`src/rtl/fp_minmax_pipe.sv`:
```
// fp_minmax_pipe: two-stage registered IEEE 754-2019 minimumNumber/maximumNumber.
// S1 captures the operands, the operation select and per-operand class bits.
// S2 resolves NaN handling and the ordered comparison, then registers the
// result and the invalid-operation flag. A single stall term freezes both
// stages while a presented result is not accepted.
module fp_minmax_pipe #(
    parameter int SIGN_W = 1,
    parameter int EXPO_W = 8,
    parameter int MANT_W = 23,
    localparam int FP_W = SIGN_W + EXPO_W + MANT_W
) (
    input  logic            clk,
    input  logic            rst,
    input  logic            in_valid,
    output logic            in_ready,
    input  logic [FP_W-1:0] in_a,
    input  logic [FP_W-1:0] in_b,
    input  logic            in_op_max,
    output logic            out_valid,
    input  logic            out_ready,
    output logic [FP_W-1:0] out_res,
    output logic            out_nv
);

    // Canonical quiet NaN: positive, all-ones exponent, only the quiet bit set.
    localparam logic [FP_W-1:0] CANON_QNAN =
        {{SIGN_W{1'b0}}, {EXPO_W{1'b1}}, 1'b1, {(MANT_W-1){1'b0}}};

    function automatic logic f_is_zero(input logic [FP_W-1:0] v);
        return (v[MANT_W +: EXPO_W] == {EXPO_W{1'b0}}) &&
               (v[MANT_W-1:0] == {MANT_W{1'b0}});
    endfunction

    function automatic logic f_is_nan(input logic [FP_W-1:0] v);
        return (v[MANT_W +: EXPO_W] == {EXPO_W{1'b1}}) &&
               (v[MANT_W-1:0] != {MANT_W{1'b0}});
    endfunction

    // Signalling NaN: a NaN whose quiet bit (fraction MSB) is clear.
    function automatic logic f_is_snan(input logic [FP_W-1:0] v);
        return f_is_nan(v) && (v[MANT_W-1] == 1'b0);
    endfunction

    // Strict ordering a < b for non-NaN operands; -0 orders below +0.
    function automatic logic f_less(input logic [FP_W-1:0] a,
                                    input logic [FP_W-1:0] b,
                                    input logic            a_zero,
                                    input logic            b_zero);
        logic                     lt;
        logic [EXPO_W+MANT_W-1:0] mag_a;
        logic [EXPO_W+MANT_W-1:0] mag_b;
        mag_a = a[EXPO_W+MANT_W-1:0];
        mag_b = b[EXPO_W+MANT_W-1:0];
        if (a_zero && b_zero) begin
            lt = a[FP_W-1] & ~b[FP_W-1];
        end else if (a[FP_W-1] != b[FP_W-1]) begin
            lt = a[FP_W-1];
        end else if (a[FP_W-1] == 1'b0) begin
            lt = (mag_a < mag_b);
        end else begin
            lt = (mag_a > mag_b);
        end
        return lt;
    endfunction

    logic            stall_s;
    logic            s1_valid_q,  s1_valid_d;
    logic [FP_W-1:0] s1_a_q,      s1_a_d;
    logic [FP_W-1:0] s1_b_q,      s1_b_d;
    logic            s1_op_max_q, s1_op_max_d;
    logic            s1_a_zero_q, s1_a_zero_d;
    logic            s1_a_nan_q,  s1_a_nan_d;
    logic            s1_a_snan_q, s1_a_snan_d;
    logic            s1_b_zero_q, s1_b_zero_d;
    logic            s1_b_nan_q,  s1_b_nan_d;
    logic            s1_b_snan_q, s1_b_snan_d;
    logic            out_valid_q, out_valid_d;
    logic [FP_W-1:0] out_res_q,   out_res_d;
    logic            out_nv_q,    out_nv_d;
    logic [FP_W-1:0] sel_res_s;
    logic            sel_nv_s;

    assign stall_s   = out_valid_q & ~out_ready;
    assign in_ready  = ~stall_s;
    assign out_valid = out_valid_q;
    assign out_res   = out_res_q;
    assign out_nv    = out_nv_q;

    // Result selection from the S1 operands and their class bits.
    always_comb begin
        sel_res_s = s1_a_q;
        sel_nv_s  = s1_a_snan_q | s1_b_snan_q;
        if (s1_a_nan_q && s1_b_nan_q) begin
            sel_res_s = CANON_QNAN;
        end else if (s1_a_nan_q) begin
            sel_res_s = s1_b_q;
        end else if (s1_b_nan_q) begin
            sel_res_s = s1_a_q;
        end else if (s1_op_max_q) begin
            // max keeps A unless A is strictly smaller, so ties return A.
            sel_res_s = f_less(s1_a_q, s1_b_q, s1_a_zero_q, s1_b_zero_q) ? s1_b_q : s1_a_q;
        end else begin
            // min keeps A unless B is strictly smaller, so ties return A.
            sel_res_s = f_less(s1_b_q, s1_a_q, s1_b_zero_q, s1_a_zero_q) ? s1_b_q : s1_a_q;
        end
    end

    // Next-state for both stages; everything holds while the output is stalled.
    always_comb begin
        s1_valid_d  = s1_valid_q;
        s1_a_d      = s1_a_q;
        s1_b_d      = s1_b_q;
        s1_op_max_d = s1_op_max_q;
        s1_a_zero_d = s1_a_zero_q;
        s1_a_nan_d  = s1_a_nan_q;
        s1_a_snan_d = s1_a_snan_q;
        s1_b_zero_d = s1_b_zero_q;
        s1_b_nan_d  = s1_b_nan_q;
        s1_b_snan_d = s1_b_snan_q;
        out_valid_d = out_valid_q;
        out_res_d   = out_res_q;
        out_nv_d    = out_nv_q;
        if (!stall_s) begin
            s1_valid_d  = in_valid;
            out_valid_d = s1_valid_q;
            if (in_valid) begin
                s1_a_d      = in_a;
                s1_b_d      = in_b;
                s1_op_max_d = in_op_max;
                s1_a_zero_d = f_is_zero(in_a);
                s1_a_nan_d  = f_is_nan(in_a);
                s1_a_snan_d = f_is_snan(in_a);
                s1_b_zero_d = f_is_zero(in_b);
                s1_b_nan_d  = f_is_nan(in_b);
                s1_b_snan_d = f_is_snan(in_b);
            end else begin
                s1_a_d = s1_a_q;
            end
            if (s1_valid_q) begin
                out_res_d = sel_res_s;
                out_nv_d  = sel_nv_s;
            end else begin
                out_res_d = out_res_q;
            end
        end else begin
            s1_valid_d = s1_valid_q;
        end
    end

    // Pipeline state registers with synchronous reset.
    always_ff @(posedge clk) begin
        if (rst) begin
            s1_valid_q  <= 1'b0;
            s1_a_q      <= {FP_W{1'b0}};
            s1_b_q      <= {FP_W{1'b0}};
            s1_op_max_q <= 1'b0;
            s1_a_zero_q <= 1'b0;
            s1_a_nan_q  <= 1'b0;
            s1_a_snan_q <= 1'b0;
            s1_b_zero_q <= 1'b0;
            s1_b_nan_q  <= 1'b0;
            s1_b_snan_q <= 1'b0;
            out_valid_q <= 1'b0;
            out_res_q   <= {FP_W{1'b0}};
            out_nv_q    <= 1'b0;
        end else begin
            s1_valid_q  <= s1_valid_d;
            s1_a_q      <= s1_a_d;
            s1_b_q      <= s1_b_d;
            s1_op_max_q <= s1_op_max_d;
            s1_a_zero_q <= s1_a_zero_d;
            s1_a_nan_q  <= s1_a_nan_d;
            s1_a_snan_q <= s1_a_snan_d;
            s1_b_zero_q <= s1_b_zero_d;
            s1_b_nan_q  <= s1_b_nan_d;
            s1_b_snan_q <= s1_b_snan_d;
            out_valid_q <= out_valid_d;
            out_res_q   <= out_res_d;
            out_nv_q    <= out_nv_d;
        end
    end

endmodule

```
`config.mk`:
```
export PLATFORM = sky130hd
export DESIGN_NAME = fp_minmax_pipe
export DESIGN_NICKNAME = d
export VERILOG_FILES = /design/src/rtl/fp_minmax_pipe.sv
export SDC_FILE = /design/constraint.sdc
export NUM_CORES = 1
export LEC_CHECK = 0
export BUFFER_PORTS_ARGS = -buffer_cell sky130_fd_sc_hd__buf_2
export CAP_MARGIN = 25
export CORE_ASPECT_RATIO = 0.7
export CORE_MARGIN = 2
export CORE_UTILIZATION = 50
export CTS_CLUSTER_SIZE = 30
export DETAILED_ROUTE_END_ITERATION = 12
export PLACE_DENSITY = 0.71
export SLEW_MARGIN = 0
export SYNTH_ARGS = -nofsm -noshare
export SYNTH_HDL_FRONTEND = slang
export SYNTH_SLANG_ARGS = --single-unit
```
`constraint.sdc`:
```
create_clock -name clk -period 6.31 [get_ports clk]
set_input_delay 1.893 -clock clk [delete_from_list [all_inputs] [get_ports clk]]
set_output_delay 1.893 -clock clk [all_outputs]
set_load 0.01 [all_outputs]
```
**Yosys cells after proc, flatten, opt, wreduce, memory -nomap -nowiden**

Index checks and enable logic that the tools add are counted.
Widths: inputs -> output; s select.

- Add/sub/neg operators: 0
- Multiply operators: 0
- Div/mod/pow operators: 0
- Order comparisons: 4
- Equal/unequal tests: 4
- Shifts and indexed selects: 0
- Mux-type cells: 20
- Bitwise logic cells: 10
- Reduce and logical (&&, ||, !) cells: 16

Operators with widths:

| operator | count |
|---|---|
| $mux 32 | 6 |
| $gt 31x31->1 | 2 |
| $lt 31x31->1 | 2 |
| $logic_not 23->1 | 2 |
| $reduce_bool 23->1 | 2 |
| $eq 8x8->1 const B | 2 |
| $logic_not 8->1 | 2 |
| $mux 1 | 14 |
| $logic_and 1x1->1 | 8 |
| $not 1->1 | 6 |
| $reduce_and 2->1 | 2 |
| $and 1x1->1 | 3 |
| $ne 1x1->1 | 2 |
| $or 1x1->1 | 1 |

- Register bits after elaboration: 106
- Latch bits: 0
- RAM bits: 0
- Bits in read-only memories: 0
- Bits of input ports: 69
- Word-level logic and storage cells: 67
- Memories: 0

**Longest topological paths before layout**

Gate-level depths: netlist of run 1.

- Depth after elaboration: 13
- Depth in mapped cells: 12
- Depth with buffers taken out: 10

**Worst setup path after synthesis of run 1**

OpenSTA, ideal clock, no wires.

- Path type: input port to output port
- From: in out_ready
- To: out in_ready
- Arrival: 2.195 ns
- Data required time: 4.417 ns
- Setup slack: 2.222 ns
- Cell stages on the path: 2
- Cells stage by stage: nand2b_1 clkbuf_1

- Word-level cells in the longest chain between the ends: 3

RTL lines:

| item | line | source |
|---|---|---|
| from (decl) | 20 | `input logic out_ready,` |
| $not 1->1 | 83 | `assign stall_s = out_valid_q & ~out_ready;` |
| $and 1x1->1 | 83 |  |
| $not 1->1 (no line) | n/a |  |
| to (decl) | 15 | `output logic in_ready,` |

Every way passes these cells.

**Final worst setup path of run 1**

Ends and elaborated chain as after synthesis.

==> results.toml, run 1 <==
[timing]
max_freq_mhz = 233.3
fin_crit_ns = 4.286
post-route-period-util = 0.6792
setup_viol = 0
finalHoldViolCount = 0
worst_hold_slack_ns = 0.4847
slew_headroom = 0.3439
grt_setup_unrepaired = "false"
slew_violations = 0
clock_skew_ns = 0.009758
tightestPinTransition_ns = 0.9841
final.setup.tns_ns = 0

[floorplanning]
start_util = 0.5214
dieArea_um2 = 12590
die_x_um = 133.2
core_um2 = 11210
ioPinCount = 104
die-height_um = 94.47
rows = 32

[global_route]
grt_pass1_vias = 5603
antenna_found_initial = 0
grt_pass1_wl_mm = 28.56
grt_max_degree = 107
globalRouteOverflowTotal = 0
grtUsageTotal = 0.2868

[hold_path]
min_from = "s1_valid_q$_SDFFE_PP0N_"
holdPathStages = 2
hp-class = "flop to flop"
hold_end = "out_valid$_SDFFE_PP0N_"

[yosys]
yosys-top-cells-area = "dfxtp_1 36%, nand2_1 10%, a21oi_1 8.6%"
synth.distinct_cells = 43
syn_area_per_cell_um2 = 7.651
ys_ff_latch = 106
ys_seq_area_frac = 0.3630
synth_area_um2 = 5846
netlist.top_cell.by_area = "dfxtp_1"
syn_nets = 868
yosys_warnings = 0
synth_top_area_share = 0.3630
synthCells = 764

[drt]
ant_nets = 0
via_count = 6096
wl_mm = 17.99
drt_iter0_markers = 552
route.detailed.drc = 0
via_per_inst = 6.189
wl_per_cell_um = 18.26
firstDrtPassIters = 6

[clock_tree]
cts_resized = 0
postCtsSetupRepairBufs = 0
cts-root-buf = "clkbuf_16"
clock_path_buffers = 2
tritoncts = "built"
cts_sinks = 106
cts_buffers = 9
cts_htree_levels = 3
path_clk_slew_ns = 0.07
ctsHoldBuffers = 0
clk_latency_ns = 0.35

[power]
total_leakage_power_nw = 2.618
power_mw = 1.589
power_density_nw_per_um2 = 237.0
peakVddDrop_uv = 132.1

[placement]
place_area_um2 = 6376
dp_hpwl_mm = 11.95
io_buffers = 103
gp_congestion = 0.8806

[setup_path]
worstSetupEndpointType = "output port"
critPathMostFrequentCell = "buf_2"
r2r_end = "out_res[25]$_SDFFE_PP0P_"
crit_chain = "buf_2, nand2b_1, buf_2"
path_buf_inv = 2
crit_family = "buffers and inverters"
r2r-start = "s1_a_q[26]$_SDFFE_PP0P_"
slowest_stage = "nand2b_1"
critPathArrivalTime_ns = 2.39
crit_start = "out_ready"
cp_slowest_stage_delay_ns = 0.22
r2r_slack_ns = 2.68
worst_ep_required_time_ns = 4.42
rr_worst_depth = 10
startpoint_type = "input port"
critPathKind = "input port to output port"
worstPathMaxFanout = 7

[cells_and_area]
multiInputGateArea_um2 = 3327
area_growth_pct = 14.68
final_layout_size_suffix_gt1_frac = 0.1635
final_core_util = 0.5980
layout_commonest_cell = "nand2_1"
nets = 932
diodes = 0
final-seq-area_um2 = 2122
final_cell_mix = "154 x nand2_1, 106 x dfxtp_1, 102 x buf_2, 100 x a21oi_1, 49 x o21ai_0"
final_cell_area_um2 = 6704
fill_cells = 1044

[run_status]
outcome = "completed"

[job]
max-cap-violations = 0
[routing by layer]
layer | part of all wire | track usage | vias up
li1 | - | - | 2913
met1 | 0.43 | 0.3861 | 2833
met2 | 0.45 | 0.4581 | 322
met3 | 0.094 | 0.05421 | 28
met4 | 0.020 | 0.1161 | 0
met5 | 0 | 0 | -
[sequential cells by signal, summed over array words and instances, names as in the netlist]
name and flops:
out_nv 1, s1_op_max_q 1, s1_a_snan_q 1, s1_valid_q 1, s1_b_snan_q 1, s1_b_zero_q 1, s1_a_nan_q 1, s1_a_zero_q 1
s1_a_q 32, s1_b_nan_q 1, out_res 32, s1_b_q 32, out_valid 1
[cell usage after synthesis, drive strengths merged]
cell / n
a211o: 1
a211oi: 24
a21o: 1
a21oi: 100
a221o: 22
a221oi: 1
a22oi: 3
a311oi: 1
a31o: 2
a31oi: 23
and2: 5
and3: 1
buf: 11
clkbuf: 49
dfxtp: 106
ha: 35
inv: 40
mux2i: 1
nand2: 156
nand2b: 3
nand3: 5
nand3b: 1
nand4: 14
nor2: 39
nor2b: 2
nor3: 6
nor4: 16
o211a: 1
o211ai: 1
o21ai: 50
o221a: 9
o221ai: 31
o31ai: 1
or2: 1
or4: 2
[worst min-delay path, delay by kind of cell, from the launching register on]
family | cells | cell delay [ns]
AO/OA/AOI/OAI | 1 | 0.05
flip-flops | 1 | 0.32
buffers and inverters | 1 | 0.06
[how the worst max path moves through the flow]
stage                          end  slack [ns]  depth (start not counted)
after detailed placement  in_ready        2.02                          3
final                     in_ready        2.02                          3
after CTS                 in_ready        2.02                          3
after floorplan           in_ready        2.22                          2
after global routing      in_ready        1.99                          3
after global placement    in_ready        2.05                          3
[cell type report]
class / instances / area share
tap: 153 / 0.02856
timing repair buffer: 113 / 0.09556
clock buffer: 13 / 0.03882
inverter: 40 / 0.02240
sequential: 106 / 0.3165
clock inverter: 2 / 0.001866
multi-input combinational: 558 / 0.4963
[logic make-up after synthesis]
family,share of synthesized area
compound gates,0.3044
simple gates,0.1875
flops,0.3630
buf+inv,0.06849
fa+ha+maj,0.07491
mux,0.001712
[where the power goes]
part | total (mW) | internal, mW | switching (mW)
clock network | 0.533 | 0.287 | 0.246
registers | 0.739 | 0.704 | 0.0354
logic | 0.317 | 0.115 | 0.202
total | 1.59 | 1.11 | 0.483
[stage by stage]
| step | setup slack, ns | cells |
|---|---|---|
| 6_report | 2.024 | 985 |
| 5_1_grt | 1.989 | 985 |
| 4_1_cts | 2.019 | 983 |
| 3_5_place_dp | 2.018 | 968 |
| 3_3_place_gp | 2.053 | 967 |
| 2_1_floorplan | 2.222 | 764 |
Power figures use the tool's default switching activity.
==> inputs of run 2 (changes only) <==
- PLACE_DENSITY: 0.71 -> 0.73
- clock period: 6.31 -> 3.9 ns (I/O delays scaled with it)
==> results.toml, run 2 (synthesized netlist as in run 1, its figures left out) <==
[cells_and_area]
nets = 936
final_cell_mix = "154 x nand2_1, 106 x dfxtp_1, 103 x buf_2, 100 x a21oi_1, 49 x o21ai_0"
layout_commonest_cell = "nand2_1"
diodes = 0
area_growth_pct = 15.45
final_layout_size_suffix_gt1_frac = 0.1708

[drt]
ant_nets = 0
wl_mm = 18.44
drt_iter0_markers = 781
wl_per_cell_um = 18.63
route.detailed.drc = 0
firstDrtPassIters = 5
via_count = 6140
via_per_inst = 6.202

[setup_path]
startpoint_type = "flop"
r2r_end = "out_res[18]$_SDFFE_PP0P_"
worst_ep_required_time_ns = 4.15
critPathArrivalTime_ns = 3.64
critPathKind = "flop to flop"
worstPathMaxFanout = 11
rr_worst_depth = 10
r2r-start = "s1_a_q[26]$_SDFFE_PP0P_"
worstSetupEndpointType = "flop"
r2r_slack_ns = 0.51

[hold_path]
holdPathStages = 2
min_from = "s1_b_q[0]$_SDFFE_PP0P_"
hold_end = "s1_b_q[0]$_SDFFE_PP0P_"
hp-class = "flop to flop"

[placement]
gp_congestion = 0.8653
pre_cts_ws_ns = 0.6151
dp_hpwl_mm = 12.67
io_buffers = 103

[floorplanning]
start_util = 0.5214
rows = 32
core_um2 = 11210
ioPinCount = 104
die_x_um = 133.2
die-height_um = 94.47
dieArea_um2 = 12590

[timing]
post-route-period-util = 0.8680
max_freq_mhz = 295.4
final.setup.tns_ns = 0
slew_headroom = 0.3546
slew_violations = 0
clock_skew_ns = 0.009840
fin_crit_ns = 3.385
setup_viol = 0
tightestPinTransition_ns = 0.9670
grt_setup_unrepaired = "false"
finalHoldViolCount = 0
setup_ws_ns = 0.5146

[global_route]
grt_pass1_wl_mm = 29.81
grtUsageTotal = 0.2990
grt_pass1_vias = 5765
antenna_found_initial = 0
globalRouteOverflowTotal = 0
grt_max_degree = 71

[power]
total_leakage_power_nw = 2.647
power_density_nw_per_um2 = 392.6
peakVddDrop_uv = 254.0

[clock_tree]
cts-root-buf = "clkbuf_16"
cts_buffers = 9
cts_resized = 0
clock_path_buffers = 2
tritoncts = "built"
cts_htree_levels = 3
path_clk_slew_ns = 0.08
cts_sinks = 106
clk_latency_ns = 0.36
postCtsSetupRepairBufs = 0
ctsHoldBuffers = 0

[job]
max-cap-violations = 0

[run_status]
outcome = "completed"
## run 2: cell count changes in the layout (fill, tap and decap cells not counted), sizes merged
cell and change:
buf +4, clkbuf -4, inv +3, clkinv +2, bufinv +1, clkinvlp -1
## run 2: per-stage QoR
stage / total power [mW] / cell area [um2] / util / hold slack [ns] / cells
floorplan: 1.528 / 5846 / - / 0.4459 / 764
global placement: 1.699 / 6449 / 0.5752 / 0.4602 / 974
detailed placement: 1.713 / 6449 / 0.5752 / 0.4624 / 974
CTS: 2.642 / 6749 / 0.6020 / 0.4757 / 990
global route: 2.758 / 6749 / 0.6020 / 0.4910 / 990
finish: 2.649 / 6749 / 0.6020 / 0.4793 / 990
## run 2: worst max path at each step
stage	depth (start not counted)	slack (ns)	start	to
2_1_floorplan	8	1.15	out_ready	out_res[28]$_SDFFE_PP0P_
3_3_place_gp	9	0.74	s1_a_q[29]$_SDFFE_PP0P_	out_res[28]$_SDFFE_PP0P_
3_5_place_dp	10	0.62	s1_a_q[26]$_SDFFE_PP0P_	out_res[18]$_SDFFE_PP0P_
4_1_cts	10	0.59	s1_a_q[26]$_SDFFE_PP0P_	out_res[18]$_SDFFE_PP0P_
5_1_grt	10	0.36	s1_a_q[28]$_SDFFE_PP0P_	out_res[14]$_SDFFE_PP0P_
6_report	10	0.51	s1_a_q[26]$_SDFFE_PP0P_	out_res[18]$_SDFFE_PP0P_
## run 2: final cells by class
| class | instances | area (um2) |
|---|---|---|
| Sequential cell | 106 | 2122 |
| Fill cell | 1053 | 4462 |
| Multi-Input combinational cell | 558 | 3327 |
| Clock buffer | 9 | 225.2 |
| Timing Repair Buffer | 117 | 658.1 |
| Clock inverter | 7 | 75.07 |
| Inverter | 40 | 150.1 |
| Tap cell | 153 | 191.4 |
## run 2: routing by layer
metal	share of wire	vias to the layer above	wire length, um	track usage
li1	-	2928	-	-
met1	0.47	2891	8609	0.4288
met2	0.42	294	7828	0.4547
met3	0.092	27	1699	0.05958
met4	0.016	0	301	0.09220
met5	0	-	0	0
## run 2: worst max-delay path, stage by stage (launching register included)
cell and delay (ns):
dfxtp_1 0.38, inv_1 0.06, ha_1 0.32, nand4_1 0.16, or4_1 0.61, a31o_1 0.27, a311oi_2 0.31, and2_1 0.53
buf_4 0.28, a31oi_1 0.09, a211oi_1 0.28
## run 2: where the power goes
part / total (mW) / switching, mW / leakage (nW) / internal (mW)
Combinational: 0.502 / 0.322 / 1.63 / 0.180
Sequential: 1.20 / 0.0623 / 0.868 / 1.14
Clock: 0.947 / 0.442 / 0.151 / 0.505
